## src/rtl/mem_stage_lsu_if.sv

```systemverilog
// mem_stage_lsu_if
//   Wait-state data-memory bus between the memory-stage LSU and data memory.
//   master: LSU side (drives the request, samples ready/rdata).
//   slave : memory side.
//   Signals:
//     mem_req    request outstanding (held until the cycle mem_ready is seen)
//     mem_we     1 = write
//     mem_addr   word-aligned byte address
//     mem_be     byte enables
//     mem_wdata  lane-replicated store data
//     mem_ready  memory completes the request this cycle
//     mem_rdata  read word, valid with mem_ready
interface mem_stage_lsu_if #(
  parameter int DATA_WIDTH = 32
);
  logic                    mem_req;
  logic                    mem_we;
  logic [31:0]             mem_addr;
  logic [DATA_WIDTH/8-1:0] mem_be;
  logic [DATA_WIDTH-1:0]   mem_wdata;
  logic                    mem_ready;
  logic [DATA_WIDTH-1:0]   mem_rdata;

  modport master (
    output mem_req, mem_we, mem_addr, mem_be, mem_wdata,
    input  mem_ready, mem_rdata
  );

  modport slave (
    input  mem_req, mem_we, mem_addr, mem_be, mem_wdata,
    output mem_ready, mem_rdata
  );
endinterface

```

## src/rtl/mem_stage_lsu.sv

```systemverilog
// mem_stage_lsu
//   Memory-stage load/store unit. Takes the EX/MEM register outputs, runs one
//   access at a time over a wait-state memory bus (IDLE -> BUSY -> DONE) and
//   returns sign/zero-extended load data for the MEM/WB register. StallM
//   freezes the F/D/E/M registers while an access is outstanding.
//   Optional feature: define MEM_TIMEOUT_EN to abort a BUSY access after
//   TIMEOUT_CYCLES cycles without mem_ready (BusErrM pulses for the DONE cycle).
//   Ports:
//     clk, rst_n              clock (rising edge), asynchronous active-low reset
//     RegWriteM, ResultSrcM   load detection (ResultSrcM == 2'b01 selects memory result)
//     MemWriteM               store
//     ALUResultM              byte address
//     WriteDataM              store data
//     modeAddrM               funct3: 000 B, 001 H, 010 W, 100 BU, 101 HU, others = W
//     ReadDataM               extended load data, valid while StallM = 0
//     StallM                  pipeline freeze request
//     MisalignM               misaligned access (combinational)
//     BusErrM                 access aborted by timeout
//     bus                     memory bus (mem_stage_lsu_if.master)
module mem_stage_lsu #(
  parameter int DATA_WIDTH     = 32,
  parameter int TIMEOUT_CYCLES = 16
) (
  input  logic                  clk,
  input  logic                  rst_n,
  input  logic                  RegWriteM,
  input  logic [1:0]            ResultSrcM,
  input  logic                  MemWriteM,
  input  logic [31:0]           ALUResultM,
  input  logic [DATA_WIDTH-1:0] WriteDataM,
  input  logic [2:0]            modeAddrM,
  output logic [DATA_WIDTH-1:0] ReadDataM,
  output logic                  StallM,
  output logic                  MisalignM,
  output logic                  BusErrM,
  mem_stage_lsu_if.master       bus
);

  typedef enum logic [1:0] {IDLE, BUSY, DONE} state_t;

  state_t      state_reg;
  logic [1:0]  lane_reg;   // address low bits of the access in flight
  logic [2:0]  mode_reg;   // funct3 of the access in flight
  logic [31:0] rdata_reg;
  logic        bus_err_reg;
`ifdef MEM_TIMEOUT_EN
  logic [4:0]  cnt_reg;
`endif

  logic        acc;
  logic        is_b;
  logic        is_h;
  logic        misalign;
  logic        start;
  logic [3:0]  be_next;
  logic [31:0] wdata_next;

  // Undefined funct3 codes (011/110/111) fall through to word size.
  assign acc      = MemWriteM | (RegWriteM & (ResultSrcM == 2'b01));
  assign is_b     = (modeAddrM[1:0] == 2'b00);
  assign is_h     = (modeAddrM[1:0] == 2'b01);
  assign misalign = acc & ((is_h & ALUResultM[0]) |
                           (!is_b && !is_h && (ALUResultM[1:0] != 2'b00)));

  // StallM is raised in the same cycle the access appears so the pipeline
  // holds the instruction; gating with rst_n keeps it low throughout reset.
  assign start     = rst_n & (state_reg == IDLE) & acc & !misalign;
  assign StallM    = start | (state_reg == BUSY);
  assign MisalignM = rst_n & misalign;
  assign ReadDataM = misalign ? '0 : rdata_reg;
  assign BusErrM   = bus_err_reg;

  always_comb begin
    be_next    = 4'b1111;
    wdata_next = WriteDataM;
    if (is_b) begin
      be_next    = 4'b0001 << ALUResultM[1:0];
      wdata_next = {4{WriteDataM[7:0]}};
    end else if (is_h) begin
      be_next    = 4'b0011 << {ALUResultM[1], 1'b0};
      wdata_next = {2{WriteDataM[15:0]}};
    end
  end

  function automatic logic [31:0] extend(input logic [31:0] word,
                                         input logic [1:0]  lane,
                                         input logic [2:0]  mode);
    logic [7:0]  b;
    logic [15:0] h;
    b = 8'(word >> {lane, 3'b000});
    h = lane[1] ? word[31:16] : word[15:0];
    case (mode)
      3'b000:  extend = {{24{b[7]}}, b};
      3'b100:  extend = {24'h0, b};
      3'b001:  extend = {{16{h[15]}}, h};
      3'b101:  extend = {16'h0, h};
      default: extend = word;
    endcase
  endfunction

  always_ff @(posedge clk or negedge rst_n) begin
    if (!rst_n) begin
      state_reg     <= IDLE;
      lane_reg      <= 2'b00;
      mode_reg      <= 3'b000;
      rdata_reg     <= '0;
      bus_err_reg   <= 1'b0;
      bus.mem_req   <= 1'b0;
      bus.mem_we    <= 1'b0;
      bus.mem_addr  <= '0;
      bus.mem_be    <= '0;
      bus.mem_wdata <= '0;
`ifdef MEM_TIMEOUT_EN
      cnt_reg       <= '0;
`endif
    end else begin
      case (state_reg)
        IDLE: begin
          bus_err_reg <= 1'b0;
          if (acc && !misalign) begin
            bus.mem_req   <= 1'b1;
            bus.mem_we    <= MemWriteM;
            bus.mem_addr  <= {ALUResultM[31:2], 2'b00};
            bus.mem_be    <= be_next;
            bus.mem_wdata <= wdata_next;
            lane_reg      <= ALUResultM[1:0];
            mode_reg      <= modeAddrM;
            state_reg     <= BUSY;
`ifdef MEM_TIMEOUT_EN
            cnt_reg       <= '0;
`endif
          end
        end
        BUSY: begin
          // All mem_* outputs hold here; only ready (or the timeout) moves on.
          if (bus.mem_ready) begin
            bus.mem_req <= 1'b0;
            rdata_reg   <= bus.mem_we ? 32'h0 : extend(bus.mem_rdata, lane_reg, mode_reg);
            state_reg   <= DONE;
          end
`ifdef MEM_TIMEOUT_EN
          // The count equals the number of BUSY cycles already elapsed, so
          // this fires on the last permitted BUSY cycle.
          else if (cnt_reg == 5'(TIMEOUT_CYCLES - 1)) begin
            bus.mem_req <= 1'b0;
            rdata_reg   <= 32'h0;
            bus_err_reg <= 1'b1;
            state_reg   <= DONE;
          end else begin
            cnt_reg <= cnt_reg + 5'd1;
          end
`endif
        end
        DONE: begin
          bus_err_reg <= 1'b0;
          state_reg   <= IDLE;
        end
        default: state_reg <= IDLE;
      endcase
    end
  end

endmodule

```

## src/flat_wrapper.sv

```systemverilog
// flat-port wrapper written by rule: the top's interface ports become plain ports
module mem_stage_lsu_flat 
#(
  parameter int DATA_WIDTH     = 32,
  parameter int TIMEOUT_CYCLES = 16
)
  (clk, rst_n, RegWriteM, ResultSrcM, MemWriteM, ALUResultM, WriteDataM, modeAddrM, ReadDataM, StallM, MisalignM, BusErrM, bus_mem_req, bus_mem_we, bus_mem_addr, bus_mem_be, bus_mem_wdata, bus_mem_ready, bus_mem_rdata);
  mem_stage_lsu_if #(.DATA_WIDTH(DATA_WIDTH)) bus_i ();
  input  logic clk;
  input  logic rst_n;
  input  logic RegWriteM;
  input  logic [1:0] ResultSrcM;
  input  logic MemWriteM;
  input  logic [31:0] ALUResultM;
  input  logic [DATA_WIDTH-1:0] WriteDataM;
  input  logic [2:0] modeAddrM;
  output logic [DATA_WIDTH-1:0] ReadDataM;
  output logic StallM;
  output logic MisalignM;
  output logic BusErrM;
  output wire logic [$bits(bus_i.mem_req)-1:0] bus_mem_req;
  output wire logic [$bits(bus_i.mem_we)-1:0] bus_mem_we;
  output wire logic [$bits(bus_i.mem_addr)-1:0] bus_mem_addr;
  output wire logic [$bits(bus_i.mem_be)-1:0] bus_mem_be;
  output wire logic [$bits(bus_i.mem_wdata)-1:0] bus_mem_wdata;
  input wire logic [$bits(bus_i.mem_ready)-1:0] bus_mem_ready;
  input wire logic [$bits(bus_i.mem_rdata)-1:0] bus_mem_rdata;
  assign bus_mem_req = bus_i.mem_req;
  assign bus_mem_we = bus_i.mem_we;
  assign bus_mem_addr = bus_i.mem_addr;
  assign bus_mem_be = bus_i.mem_be;
  assign bus_mem_wdata = bus_i.mem_wdata;
  assign bus_i.mem_ready = bus_mem_ready;
  assign bus_i.mem_rdata = bus_mem_rdata;
  mem_stage_lsu #(.DATA_WIDTH(DATA_WIDTH), .TIMEOUT_CYCLES(TIMEOUT_CYCLES)) u_core (.clk(clk), .rst_n(rst_n), .RegWriteM(RegWriteM), .ResultSrcM(ResultSrcM), .MemWriteM(MemWriteM), .ALUResultM(ALUResultM), .WriteDataM(WriteDataM), .modeAddrM(modeAddrM), .ReadDataM(ReadDataM), .StallM(StallM), .MisalignM(MisalignM), .BusErrM(BusErrM), .bus(bus_i));
endmodule
```

## config.mk

```make
export PLATFORM = sky130hd
export DESIGN_NAME = mem_stage_lsu_flat
export DESIGN_NICKNAME = d
export VERILOG_FILES = /design/src/rtl/mem_stage_lsu_if.sv /design/src/rtl/mem_stage_lsu.sv /design/src/flat_wrapper.sv
export SDC_FILE = /design/constraint.sdc
export NUM_CORES = 1
export LEC_CHECK = 0
export ABC_AREA = 1
export BUFFER_PORTS_ARGS = -buffer_cell sky130_fd_sc_hd__buf_2
export CAP_MARGIN = 20
export CORE_UTILIZATION = 35
export DETAILED_ROUTE_END_ITERATION = 6
export GPL_TIMING_DRIVEN = 0
export SLEW_MARGIN = 5
export SYNTH_ARGS = -nofsm -noshare
export SYNTH_HDL_FRONTEND = slang
export SYNTH_SLANG_ARGS = --single-unit
export TNS_END_PERCENT = 5
```

## constraint.sdc

```tcl
create_clock -name clk -period 1.75 [get_ports clk]
set_input_delay 0 -clock clk [delete_from_list [all_inputs] [get_ports clk]]
set_output_delay 0 -clock clk [all_outputs]
set_load 0.01 [all_outputs]
```

==> metrics.md <==
| Metric | Value |
|---|---|
| Pin count of the biggest net entering global routing | `68` |
| Unrepaired setup endpoints after global routing | `yes` |
| Synth Area in XOR/XNOR | `0%` |
| Final Setup Violations | `0` |
| Fin worst setup slack | `~0.038 ns` |
| Most common cell on crit path | `inv_1` |
| Peak Freq | `584 MHz` |
| Post-synthesis mux area share | `0%` |
| Layout area overhead | `40.2%` |
| WP data arrival | `1.71 ns` |
| Yosys warns | `0` |
| Compound-gate portion of the synthesized area | `around 16%` |
| Syn_area_per_cell | `about 7.6 um2` |
| Reg2reg start | `u_core.mode_reg[0]$_DFFE_PN0P_` |
| Crit path required time | `1.75 ns` |
| Post-synth top area share | `46.9%` |
| Reg2reg setup slack | `0.25 ns` |
| Core area | `15900 um2` |
| CTS Buffer Depth | `2` |
| Top Ports | `211` |
| Setup TNS Final | `0 ns` |
| Vias post-DR | `5598` |
| Post-Synth Simple-Gate Area | `24.2%` |
| Sequential-to-total area share from yosys stat | `a little under half` |
| GPL Wtd Cong | `0.874` |
| TritonRoute pass-1 iters | `4` |
| Clk slew on worst S/H paths | `about 0.07 ns` |
| Synth Area in Adders | `0%` |
| Syn Inst Count | `between 700 and 800` |
| Post-CTS setup buffer count | `0` |
| Remaining Overflow, GRT | `0` |
| Tcrit/Tclk final | `97.8%` |
| Worst-Skew Late Latency | `0.35 ns` |
| Area contributors post-synth | `dfrtp_1 47%, nand2_1 15%, o21ai_2 8.7%` |
| Worst R2R Path Depth | `8` |
| Worst VDD drop | `0.588 mV` |
| Final net count | `1142` |
| Post-route insts no fill | `about 1.3k` |
| HP Start | `bus_mem_rdata[28]` |
| Antenna violations before repair | `0` |
| Vias in the first global route | `5542` |
| Count of cell types in the netlist | `24` |
| Fin area | `8010 um2` |
| Share of cells above drive strength 1 | `31.2%` |
| Final setup skew | `0.00735 ns` |
| Crit path cell chain | `dlygate4sd3_1 -> buf_2 -> inv_1 -> nand2_1 -> nand2_4 -> inv_1 -> nand2_1 -> inv_1 -> clkbuf_4 -> nor2_1 -> buf_2` |
| Count of pins over their slew limit | `0` |
| ANT cells | `0` |
| Slowest cell on the critical path | `dlygate4sd3_1` |
| Synth Register Bits | `107` |
| Final hold violation count | `0` |
| CP Class | `in2out` |
| First-pass GRT wire length | `27.5 mm` |
| WHS Path Cells | `5` |
| Maxcap violations | `0` |
| Die ar. | `16800 um2` |
| H-tree Lvls | `3` |
| CP Launch Type | `input pin` |
| All-layer global routing usage | `a little over a fifth` |
| Placement row count | `46` |
| Final wirelength | `between 15 and 20 mm` |
| Pleak | `4.51 nW` |
| Die Span X | `130 um` |
| Tightest Pin Transition | `approximately 0.57 ns` |
| DR iter-0 viols | `295` |
| Post-layout min period | `around 1.7 ns` |
| Cell taking the most area after synthesis | `dfrtp_1` |
| Main combinational cell family by area after synthesis | `simple AND/OR/NAND/NOR gates` |
| Max stage delay on crit path | `0.54 ns` |
| Status | `complete, no violations` |
| Post-DP Area | `7050 um2` |
| Crit Path Max Fanout | `10` |
| Min Hold Slack | `0.0170 ns` |
| Dpl cells | `1175` |
| Post-Route Utilization | `roughly 50%` |
| CTS Buf Count | `9` |
| Port Buf Inserts | `206` |
| Overall Power | `10.1 mW` |
| Worst Setup End Kind | `output pin` |
| Slew headroom | `62.2%` |
| Dpl ws | `roughly 0.25 ns` |
| Vias per inst | `4.45` |
| Clock Sinks | `roughly 110` |
| Hpwl dp | `approximately 13 mm` |
| Syn Std Cell Area | `5710 um2` |
| FF-to-FF End | `u_core.rdata_reg[26]$_DFFE_PN0P_` |
| Die H | `about 130 um` |
| Clock root cell | `clkbuf_16` |
| Wirelength per Cell | `14.1 um` |
| Cell Pwr Density | `1260 nW/um2` |
| CTS tree | `done` |
| Hold path endpoint | `u_core.rdata_reg[28]$_DFFE_PN0P_` |
| Initial Utilization | `36.0%` |
| Drt drc | `0` |
| Hold Crit Class | `in2reg` |
| DRT antenna net count | `0` |
## Yosys cell counts
library cell	instances
nand2_1	231
clkbuf_1	7
buf_1	1
nand3b_1	1
inv_2	2
inv_1	112
nand3_4	1
o21ai_1	8
o21ai_2	57
nor2_1	84
nand2_2	1
o21ai_0	40
nor3_1	1
nand2_4	4
buf_4	5
nor2_2	1
buf_6	15
a21oi_1	34
nand3_1	23
inv_4	1
dfrtp_1	107
conb_1	1
clkbuf_2	1
buf_2	12
## power breakdown
part	internal, mW	leakage, nW	switching [mW]
Clock	0.969	0.133	0.984
Combinational	1.75	3.03	2.56
Sequential	3.36	1.35	0.476
Total	6.07	4.51	4.02
## timing repair
| item | 4_1_cts | 5_1_grt |
|---|---|---|
| endpoints found under the hold margin | 114 | 0 |
| hold buffers | 66 | 0 |
| endpoints found under the setup margin | 0 | 16 |
| gates resized for setup | 0 | 6 |
## metal layers
| layer | track usage [%] | up-vias | wire [um] |
|---|---|---|---|
| met5 | 0 | - | 0 |
| met1 | 27.3 | 2559 | 7840 |
| met2 | 36.5 | 162 | 8420 |
| met4 | 7.73 | 0 | 308 |
| met3 | 4.59 | 20 | 1120 |
| li1 | - | 2857 | - |
## worst max-delay path by stage
stage	startpoint	to	slack [ns]	cells after the start
floorplan	u_core.lane_reg[1]$_DFFE_PN0P_	u_core.rdata_reg[18]$_DFFE_PN0P_	0.52	9
global placement	rst_n	StallM	-0.83	4
detailed placement	u_core.mode_reg[0]$_DFFE_PN0P_	u_core.rdata_reg[22]$_DFFE_PN0P_	0.25	8
CTS	ALUResultM[0]	ReadDataM[26]	0.01	11
global route	ALUResultM[0]	ReadDataM[6]	-0.02	11
finish	ALUResultM[0]	ReadDataM[7]	0.04	11
## area by class of cell
type	count	area, um2
Inverter	115	434
Tap cell	216	270
Clock buffer	10	229
Timing Repair Buffer	273	1740
Fill cell	1649	7880
Sequential cell	107	2680
Multi-Input combinational cell	489	2310
Buffer	41	307
Clock inverter	6	40.0
## cell usage in the layout (no fill, tap or decap), drive strengths merged
cell type | Yosys | routed
buf | 33 | 240
nand2 | 236 | 236
inv | 115 | 116
dfrtp | 107 | 107
o21ai | 105 | 105
nor2 | 85 | 85
dlygate4sd3 | 0 | 65
a21oi | 34 | 34
nand3 | 24 | 24
clkbuf | 8 | 19
clkinv | 0 | 4
conb | 1 | 3
nand3b | 1 | 1
nor3 | 1 | 1
clkinvlp | 0 | 1
## worst max-delay path: cells and delay by family
family                 cells  cell delay, ns
and+or+nand+nor            4            0.40
buffers and inverters      7            1.30
## logic make-up (layout without fill, tap and decap cells)
logic type	count (synthesis)	in the layout
AOI/OAI and AO/OA	139	139
buffers and inverters	156	445
DFF	107	107
other	1	3
and+or+nand+nor	347	347
Note: power is estimated with default switching activity, not from simulation.
